[src/rtl/rf_wb_arbiter.sv]
// Two-source writeback arbiter for the integer register-file write port, x0 writes squashed.
// Latency: accepted in cycle N, WE3/A3/WD3 presented in cycle N+1; one write per cycle.
// Backpressure: requester 0 wins by default; requester 1 is force-granted after STARVE_MAX losses.
module rf_wb_arbiter #(
    parameter int XLEN       = 32,
    parameter int AW         = 5,
    parameter int STARVE_MAX = 3
) (
    input  logic            clk,
    input  logic            rst,
    input  logic            wb0_valid,
    input  logic [AW-1:0]   wb0_addr,
    input  logic [XLEN-1:0] wb0_data,
    output logic            wb0_ready,
    input  logic            wb1_valid,
    input  logic [AW-1:0]   wb1_addr,
    input  logic [XLEN-1:0] wb1_data,
    output logic            wb1_ready,
    output logic            WE3,
    output logic [AW-1:0]   A3,
    output logic [XLEN-1:0] WD3,
    output logic            wb_src
);

    localparam int SCW = (STARVE_MAX < 1) ? 1 : $clog2(STARVE_MAX + 1);
    localparam logic [SCW-1:0] STARVE_LIM = SCW'(STARVE_MAX);

    logic [SCW-1:0]  starve_cnt;
    logic            force1;
    logic            acc0;
    logic            acc1;
    logic [AW-1:0]   sel_addr;
    logic [XLEN-1:0] sel_data;

    // The two accept terms are mutually exclusive by construction of the ready equations.
    always_comb begin
        force1    = wb1_valid && (starve_cnt == STARVE_LIM);
        wb0_ready = ~force1;
        wb1_ready = ~wb0_valid | force1;
        acc0      = wb0_valid & wb0_ready;
        acc1      = wb1_valid & wb1_ready;
        sel_addr  = acc1 ? wb1_addr : wb0_addr;
        sel_data  = acc1 ? wb1_data : wb0_data;
    end

    always_ff @(posedge clk) begin
        if (rst) begin
            starve_cnt <= '0;
        end else if (wb1_valid && !acc1) begin
            if (starve_cnt != STARVE_LIM) begin
                starve_cnt <= starve_cnt + 1'b1;
            end
        end else begin
            starve_cnt <= '0;
        end
    end

    // A3/WD3/wb_src hold across idle cycles; only WE3 is cleared.
    always_ff @(posedge clk) begin
        if (rst) begin
            WE3    <= 1'b0;
            A3     <= '0;
            WD3    <= '0;
            wb_src <= 1'b0;
        end else if (acc0 || acc1) begin
            WE3    <= (sel_addr != '0);
            A3     <= sel_addr;
            WD3    <= sel_data;
            wb_src <= acc1;
        end else begin
            WE3    <= 1'b0;
        end
    end

endmodule

[config.mk]
export PLATFORM = sky130hd
export DESIGN_NAME = rf_wb_arbiter
export DESIGN_NICKNAME = d
export VERILOG_FILES = /design/src/rtl/rf_wb_arbiter.sv
export SDC_FILE = /design/constraint.sdc
export NUM_CORES = 1
export LEC_CHECK = 0
export BUFFER_PORTS_ARGS = -buffer_cell sky130_fd_sc_hd__buf_4
export CAP_MARGIN = 20
export CORE_MARGIN = 1.5
export CORE_UTILIZATION = 37
export DETAILED_ROUTE_END_ITERATION = 7
export GPL_TIMING_DRIVEN = 1
export PLACE_DENSITY = 0.78
export SLEW_MARGIN = 5
export SYNTH_ARGS = -nofsm -noshare
export SYNTH_HDL_FRONTEND = slang
export SYNTH_SLANG_ARGS = --single-unit
[constraint.sdc]
create_clock -name clk -period 1.37 [get_ports clk]
set_input_delay 0.137 -clock clk [delete_from_list [all_inputs] [get_ports clk]]
set_output_delay 0.137 -clock clk [all_outputs]
set_load 0.02 [all_outputs]
Word level (Yosys, flattened, before mapping) --
Cells that the tools add are included.
Cells by class: eq/ne operators 2, multiplexer cells 2, reductions and logical operators 7, $add $sub $neg 1, bitwise logic cells 7
Operator list (count):
- $mux W32 | 1
- $mux W5 | 1
- $reduce_bool A5 Y1 | 1
- $not A1 Y1 | 4
- $reduce_or A2 Y1 | 2
- $add A2 B1 Y2 const B | 1
- $and A1 B1 Y1 | 2
- $eq A2 B2 Y1 const B | 1
- $logic_and A1 B1 Y1 | 2
- $ne A2 B2 Y1 const B | 1
- $logic_not A1 Y1 | 1
- $logic_or A1 B1 Y1 | 1
- $or A1 B1 Y1 | 1
Storage, ports and cells: bits in registers 41, bits of input ports 78, output and inout port bits 41, logic and storage cells 24

Depth between registers and ports, before layout --
Gate-level depths: netlist of the first run.
depth after elaboration 8, gate-level depth with buffers 7, gate-level depth less buffers 5

Worst setup path after synthesis of the first run --
No wires, ideal clock.
path kind reg2reg, start register starve_cnt[0], end register WE3, required time 1.299 ns, arrival 1.282 ns, period minus slack after synthesis 1.352 ns, slack 0.018 ns, path buffers 1, cell stages (with the launch flop) 7, path through dfxtp_1 ha_1 nand2b_4 nand2_4 buf_12 mux2_2 o21bai_1
On the way: word-level cells in the longest chain between the ends 7
RTL lines:
- from (decl) | line 28 | logic [SCW-1:0] starve_cnt;
- from (signal assigned) | line 51 | starve_cnt <= starve_cnt + 1'b1;
- $eq A2 B2 Y1 (*) | line 37 | force1 = wb1_valid && (starve_cnt == STARVE_LIM);
- $logic_and A1 B1 Y1 (*) | line 37
- parallel branches: the longest is 5 deep, another holds $mux W5
- to (signal assigned) | line 66 | WE3 <= (sel_addr != '0);
- to (decl) | line 19 | output logic WE3,
Every way passes the cells marked *. A chain may end at the register's enable or synchronous reset.

Worst setup path after layout of the first run --
start register starve_cnt[1], end register WD3[27]
On the way: word-level cells in the longest chain between the ends 5
RTL lines:
- $eq A2 B2 Y1 (*) | line 37
- $logic_and A1 B1 Y1 (*) | line 37
- $or A1 B1 Y1 or $not A1 Y1 (tied branches) | line 39, 38
- $and A1 B1 Y1, on equally long branches | line 41, 40
- $mux W32 or $logic_or A1 B1 Y1 (tied branches) | line 43, 65
- to (signal assigned) | line 68 | WD3 <= sel_data;
- to (decl) | line 21 | output logic [XLEN-1:0] WD3,
Every way passes the cells marked *; elsewhere a longest branch is shown, timed or not.

==> summary.txt, run 1 <==
Outcome
  – Outcome: finished with violations
  – Violated checks: design-rule violations

Job
  – Max Cap Viol: 0

Yosys
  – Number of distinct library cell variants in the gate-level netlist after synthesis: 23
  – Gate count after technology mapping: 179
  – Number of storage elements in the synthesis netlist: just over 40
  – Yosys warning count: 0
  – Netlist area before placement: between 1500 and 2000 um^2
  – Sequential element share of the synthesized area: a little under half
  – Synthesized net count: 258
  – Mean post-synth cell area: slightly below 10 um^2

Global route
  – GRT Overall Usage: between 10% and 20%
  – Number of global-route vias before repair: 1629
  – First-pass GRT wire length: 7.10 mm
  – Maximum number of pins on one net before global-route repair: 21
  – Initial antenna violation count: 0
  – Total congestion overflow after global routing: 0

Min path
  – Number of cells on the worst hold path: 2
  – Min-Delay Path Class: in2reg
  – WHS Endpoint: starve_cnt[0]$_SDFFE_PP0P_
  – Worst min-delay path startpoint: rst

Place
  – Half-perimeter wire length after placement: 3.57 mm
  – Post-DP Area: between 2000 and 3000 um^2
  – Port Buf Inserts: around 120
  – GPL Wtd Cong: between 0.7 and 0.8

Worst setup path
  – Critical Path Source Type: flip-flop
  – Worst setup slack for register-to-register paths: just under 0.01 ns
  – Data arrival at the endpoint of the critical path: 1.52 ns
  – Data required time at the worst endpoint: 1.53 ns
  – R2R cell count: 6
  – Reg-to-Reg Start: starve_cnt[1]$_SDFFE_PP0P_
  – Critical path type: reg2reg
  – Reg-to-reg endpoint: WD3[27]$_SDFFE_PP0N_
  – Largest fanout on the critical path: 7
  – Setup crit end kind: flip-flop

Clock tree
  – Number of buffers on the longest clock path: 2
  – Clk pin slew, worst setup/hold paths: 0.07 ns
  – Number of buffers added by the clock tree synthesis step: 5
  – Clock sink count: between 40 and 50
  – TritonCTS clock tree: yes
  – CTS Hold Buffers Added: 0
  – Setup bufs post-CTS: 0
  – Clock latency of the later-clocked register in the worst-skew pair: a little under 0.3 ns
  – Root buffer cell: clkbuf_8
  – H-tree depth reported by CTS: 2

STA
  – Worst slew pin tran: around 0.25 ns
  – Top achievable clock speed: roughly 740 MHz
  – Tightest slew margin relative to the limit: approximately 84%
  – Final Hold Viols: 0
  – Number of failing setup endpoints in the final timing report: 0
  – Fin crit period: around 1.4 ns
  – Clock tree skew after final layout: between 0.007 and 0.008 ns
  – Period utilisation layout: around 100%
  – RSZ-0062 raised after global routing: true
  – Max Transition Viols Final: 0
  – Setup tns final: 0 ns

Route
  – Final antenna-violating net count: 0
  – DR WL/cell: 13.5 um
  – DRC marker count from the first detailed-route iteration: slightly above 90
  – Remaining DRCs: 6
  – Per-cell via count in the routed design: around 4.9
  – Total via count in the routed design: 1741
  – 1st-pass router iterations: 6
  – Final WL: 4.85 mm

Die
  – Initial core utilization: between 30% and 40%
  – Die Wd: between 70 and 80 um
  – Cell Rows: 24
  – Placeable core area: between 4000 and 5000 um^2
  – Height of the die: between 70 and 80 um
  – I/O pin count: between 100 and 150
  – Die outline area: between 5000 and 6000 um^2

Power
  – PD cells: 962 nW/um^2
  – Static power due to leakage: about 1.5 nW
  – Total power draw: about 2.8 mW
  – IR drop worst, VDD: 0.000447 V

Cells and area
  – Layout cell share with drive strength beyond 1: ~47%
  – Area delta synth->final: 63.7%
  – Most common cell after layout, fill and taps aside: buf_4
  – Final antenna diode count: 0
  – Most used cells in the layout excluding fill and tap cells: 124 x buf_4, 40 x dfxtp_1, 38 x nand2_1
  – Cell area after layout: ~2900 um^2
  – Final net count: ~380
-- layout make-up --
type	instances	area [um^2]
Clock buffer	8	80.1
Tap cell	52	65.1
Fill cell	409	1570
Multi-Input combinational cell	127	861
Sequential cell	41	822
Timing Repair Buffer	130	1040
-- flip-flops by register name (all words and copies together) (netlist names) --
name	cells
WD3	32
A3	5
starve_cnt	2
WE3	1
wb_src	1
-- Yosys cell counts, drive strengths merged --
| cell type | n | share of area [%] |
|---|---|---|
| a21oi | 2 | 0.57 |
| nand2b | 2 | 1.1 |
| o21bai | 2 | 1.1 |
| ha | 1 | 0.71 |
| buf | 7 | 4.9 |
| mux2 | 1 | 0.64 |
| nand2 | 39 | 8.8 |
| nor4 | 2 | 0.71 |
| dfxtp | 41 | 47 |
| mux2i | 36 | 21 |
| nor4b | 1 | 0.50 |
| a21o | 1 | 0.43 |
| o21ai | 36 | 10 |
| clkbuf | 4 | 0.86 |
| nor4bb | 1 | 0.57 |
| nand3 | 2 | 0.57 |
| nor3 | 1 | 0.93 |
-- how the worst max path moves through the flow --
stage | to | start | slack (ns) | cells after the start
floorplan | WE3$_SDFF_PP0_ | starve_cnt[0]$_SDFFE_PP0P_ | 0.02 | 6
global placement | WD3[25]$_SDFFE_PP0N_ | starve_cnt[0]$_SDFFE_PP0P_ | 0.05 | 6
detailed placement | WD3[27]$_SDFFE_PP0N_ | starve_cnt[0]$_SDFFE_PP0P_ | 0.002 | 6
CTS | WD3[27]$_SDFFE_PP0N_ | starve_cnt[0]$_SDFFE_PP0P_ | -0.001 | 6
global route | A3[2]$_SDFFE_PP0N_ | starve_cnt[1]$_SDFFE_PP0P_ | -0.04 | 6
finish | WD3[27]$_SDFFE_PP0N_ | starve_cnt[1]$_SDFFE_PP0P_ | 0.01 | 6
-- power by group --
part,switching (mW),internal (mW)
combinational,0.313,0.377
clock,0.385,0.362
sequential,0.0453,1.28
-- cell families (layout without fill, tap and decap cells) --
| logic type | count (synthesis) | after routing | synth area share, % |
|---|---|---|---|
| AND/OR/NAND/NOR | 48 | 48 | 13.2 |
| buffers and inverters | 11 | 138 | 5.78 |
| AO/OA/AOI/OAI | 41 | 41 | 12.3 |
| flip-flops | 41 | 41 | 46.8 |
| multiplexers | 37 | 37 | 21.2 |
| adder cells (fa/ha/maj) | 1 | 1 | 0.713 |
-- critical path, cell delays in order (launching register included) --
cell and delay, ns:
dfxtp_1 0.33, ha_4 0.17, nand2b_4 0.16, nand2_8 0.13, buf_12 0.14, mux2i_2 0.21
o21ai_1 0.10
-- per-layer routing --
metal | up-vias | GRT usage [%] | share of wire (%)
met3 | 6 | 5.20 | 7.5
li1 | 867 | - | -
met5 | - | 0 | 0
met4 | 0 | 6.29 | 1.2
met2 | 67 | 31.1 | 51
met1 | 801 | 19.8 | 40
-- metrics by stage --
| step | util [%] | worst slack (ns) | instances | hold slack [ns] |
|---|---|---|---|---|
| floorplan | - | 0.0175 | 179 | 0.206 |
| global placement | 60.8 | 0.0497 | 348 | 0.361 |
| detailed placement | 60.8 | 0.00161 | 348 | 0.370 |
| finish | 64.6 | 0.00965 | 358 | 0.0729 |
| global route | 64.6 | -0.0356 | 358 | 0.0615 |
| CTS | 62.7 | -0.00107 | 356 | 0.0646 |
-- repair_timing --
item / 4_1_cts / 5_1_grt
cloned: 0 / 2
endpoints found under the setup margin: 2 / 36
pin swaps: 1 / 4
endpoints found under the hold margin: 0 / 0
gates resized for setup: 1 / 10
(Power assumes the default switching activity.)
==> run 2: changes to the inputs <==
--- a/config.mk
+++ b/config.mk
@@ -5,13 +5,14 @@
 export SDC_FILE = /design/constraint.sdc
 export NUM_CORES = 1
 export LEC_CHECK = 0
+export ABC_AREA = 1
 export BUFFER_PORTS_ARGS = -buffer_cell sky130_fd_sc_hd__buf_4
 export CAP_MARGIN = 20
 export CORE_MARGIN = 1.5
-export CORE_UTILIZATION = 37
+export CORE_UTILIZATION = 39
 export DETAILED_ROUTE_END_ITERATION = 7
 export GPL_TIMING_DRIVEN = 1
-export PLACE_DENSITY = 0.78
+export PLACE_DENSITY = 0.8
 export SLEW_MARGIN = 5
 export SYNTH_ARGS = -nofsm -noshare
 export SYNTH_HDL_FRONTEND = slang
==> run 2 against run 1 <==
Net effect:
- the run ends with negative setup slack left
- first-iteration DRC count up 4.3%
- cell area increased by 11%
- die area up 4.6%
- critical path type is now reg2out
- critical endpoint is now wb1_ready
- largest cell class unchanged
==> summary.txt, run 2 <==
STA
  – Setup tns final: -0.00174 ns
  – Max Transition Viols Final: 0
  – RSZ-0062 raised after global routing: true
  – Top achievable clock speed: 729 MHz
  – Period utilisation layout: 100%
  – Clock tree skew after final layout: approximately 0.0055 ns
  – Tightest slew margin relative to the limit: between 20% and 30%
  – Number of failing setup endpoints in the final timing report: 1
  – Worst setup margin: -0.00174 ns
  – Fin crit period: roughly 1.4 ns
  – Final Hold Viols: 0
  – Worst slew pin tran: roughly 1.1 ns

Cells and area
  – Most used cells in the layout excluding fill and tap cells: 128 x buf_4, 39 x dfxtp_1, 39 x nand3_1
  – Layout cell share with drive strength beyond 1: a little over half
  – Fill cell count: roughly 430
  – Most common cell after layout, fill and taps aside: buf_4
  – Final antenna diode count: 0
  – Largest reg by FF count: WD3
  – Final net count: between 400 and 500
  – Leading registers by flop count: WD3 (32), A3 (5), starve_cnt (2)
  – Number of flip-flops under the largest register name: 32
  – Area delta synth->final: 65.1%
  – Cell area after layout: between 3000 and 4000 um^2

Yosys
  – Top-area cell type share of the netlist area: 42.3%
  – Main area contributors after synthesis: dfxtp_1 42%, o21ai_2 14%, nand3_1 10%
  – Netlist area before placement: a little under 2000 um^2
  – XOR/XNOR Fraction of Synth Area: less than 1%
  – Adder-Cell Fraction of Synth Area: less than 1%
  – Library cell occupying the most area in the post-synthesis netlist: dfxtp_1
  – Count of flip-flops with a built-in enable after synthesis: 0
  – Synthesized net count: about 320
  – Commonest cells in the synthesized netlist: 41 x dfxtp_1, 39 x nand3_1, 36 x nor2_1, 31 x o21ai_2, 30 x o21ai_1
  – Synth Area in Compound Gates: about a quarter
  – Gate count after technology mapping: between 200 and 250
  – Top flip-flop cell by instance count after synthesis: dfxtp_1
  – Mean post-synth cell area: ~8.1 um^2
  – Sequential element share of the synthesized area: between 40% and 50%
  – Combinational family with the most area after synthesis: compound AO/OA/AOI/OAI gates
  – Most common cell in the netlist: dfxtp_1
  – Portion of netlist area occupied by mux cells: less than 1%
  – Number of storage elements in the synthesis netlist: 41
  – Synthesized-area fraction occupied by and/or/nand/nor cells: 23.2%
  – Yosys warning count: 0
  – Number of distinct library cell variants in the gate-level netlist after synthesis: 23
  – Asr flop ratio synth: 0%

Global route
  – Initial antenna violation count: 0
  – First-pass GRT wire length: between 9 and 10 mm
  – GRT Overall Usage: a little over a fifth
  – Maximum number of pins on one net before global-route repair: 39
  – Total congestion overflow after global routing: 0
  – Number of global-route vias before repair: approximately 2000

Job
  – Max Cap Viol: 0

Route
  – Final antenna-violating net count: 0
  – Final WL: 6.23 mm
  – Per-cell via count in the routed design: 4.99
  – Remaining DRCs: 0
  – 1st-pass router iterations: 4
  – DRC marker count from the first detailed-route iteration: between 90 and 100
  – DR WL/cell: between 10 and 15 um
  – Total via count in the routed design: approximately 2200

Power
  – Portion of total power attributed to the clock network: about a quarter
  – Static power due to leakage: 1.48 nW
  – Sw Share: approximately 29%
  – Combinational fraction of design power: around 28%
  – Sequential fraction of design power: a little under half
  – Switching power: around 0.86 mW
  – IR drop worst, VDD: 0.000587 V
  – PD cells: between 900 and 1000 nW/um^2
  – Cell internal power dissipation: roughly 2.1 mW
  – Total power draw: about 3 mW

Die
  – Cell Rows: 25
  – Die Wd: around 73 um
  – Height of the die: approximately 73 um
  – Die outline area: 5400 um^2
  – I/O pin count: 119
  – Initial core utilization: 40.8%
  – Placeable core area: 4750 um^2

Worst setup path
  – Peak per-stage delay on the critical path: approximately 0.34 ns
  – Data arrival at the endpoint of the critical path: 1.23 ns
  – Sequence of cells on the critical path: ha_4, nand2_2, nand2_2, buf_4, buf_4
  – Family with the most delay on the worst path: flip-flops
  – Largest fanout on the critical path: 4
  – Slowest cell on the critical path: dfxtp_2
  – Data required time at the worst endpoint: roughly 1.2 ns
  – Critical path type: reg2out
  – Buffers plus inverters on the worst setup path: 2
  – Setup crit end kind: primary output
  – Critical Path Source Type: flip-flop

Min path
  – Min-Delay Path Class: in2reg

Clock tree
  – Root buffer cell: clkbuf_8
  – TritonCTS clock tree: yes
  – H-tree depth reported by CTS: 2
  – Clk pin slew, worst setup/hold paths: around 0.070 ns
  – Number of buffers added by the clock tree synthesis step: 5
  – Clock sink count: 41
  – Clock latency of the later-clocked register in the worst-skew pair: between 0.2 and 0.3 ns
  – Number of buffers on the longest clock path: 2

Place
  – Post-DP Area: a little under 3000 um^2
  – Port Buf Inserts: roughly 120
  – Half-perimeter wire length after placement: ~4 mm
  – GPL Wtd Cong: between 0.7 and 0.8

Outcome
  – Violated checks: negative setup slack
  – Outcome: finished with violations
==> run 2: cell types whose count changed after synthesis, moves of 5 or more <==
cell	delta
o21ai_2	+31
o21ai_0	-6
nand2_1	-13
buf_6	+7
nand3_1	+37
nor2_1	+36
o21ai_1	+5
mux2i_1	-35
==> run 2: final cells by class <==
cell class,count,area [um^2],share of cell area (%)
clock buffer,7,86.3,2.70
inverter,5,21.3,0.665
multi-input combinational,176,996,31.1
sequential,41,823,25.7
tap,67,83.8,2.62
timing repair buffer,139,1190,37.2
==> run 2: timing repair <==
action | CTS | global route
buffers inserted | 3 | 3
cloned | 1 | 4
hold buffers | 0 | 0
hold endpoints to repair | 0 | 0
endpoints found under the setup margin | 32 | 36
resized for setup | 3 | 8
pin swaps | 3 | 7
==> run 2: power by group through the flow <==
stage | Clock, mW | Sequential (mW) | Combinational, mW
final | 0.794 | 1.34 | 0.837
after global routing | 0.859 | 1.35 | 0.896
after CTS | 0.803 | 1.34 | 0.792
after detailed placement | 0 | 1.37 | 0.768
after global placement | 0 | 1.36 | 0.756
after floorplan | 0 | 1.47 | 0.272
==> run 2: layer usage <==
metal / track usage, % / wire (um)
met2: 39.3 / 3260
met4: 3.91 / 17
met1: 25.4 / 2550
met3: 5.21 / 409
met5: 0 / 0
==> run 2: path summary, 6_finish.rpt <==
path,start,endpoint,slack [ns],depth (start not counted)
setup reg to reg,starve_cnt[0]$_SDFFE_PP0P_,WE3$_SDFF_PP0_,0.01,10
hold / removal,wb1_addr[0],A3[0]$_SDFFE_PP0N_,0.08,3
hold reg to reg,A3[4]$_SDFFE_PP0N_,A3[4]$_SDFFE_PP0N_,0.48,2
setup / recovery,starve_cnt[0]$_SDFFE_PP0P_,wb1_ready,-0.002,5
==> run 2: logic make-up (layout without fill, tap and decap cells) <==
group / count (synthesis) / in the layout
xor+xnor: 1 / 1
buf+inv: 23 / 151
compound gates: 68 / 68
flops: 41 / 41
mux: 1 / 1
fa+ha+maj: 1 / 1
simple gates: 104 / 105
==> run 2: worst reg2reg max path, cell delays in order, from the launching register on <==
cell     delay (ns)
dfxtp_2        0.36
ha_4           0.19
inv_4          0.04
a21oi_4        0.19
buf_6          0.14
nand2_1        0.05
nand2_1        0.07
nor2_1         0.04
nand2_1        0.07
nand2_1        0.05
nand2_1        0.11
==> run 2: metrics by stage <==
step           util [%]  setup slack (ns)  hold WS (ns)  std cells
3_3_place_gp       60.9           -0.0602         0.364        417
3_5_place_dp       60.9            -0.148         0.377        417
4_1_cts            64.4           -0.0266        0.0714        428
2_1_floorplan         -            0.0637         0.206        239
5_1_grt            67.3           -0.0597        0.0906        435
6_report           67.3          -0.00174        0.0820        435
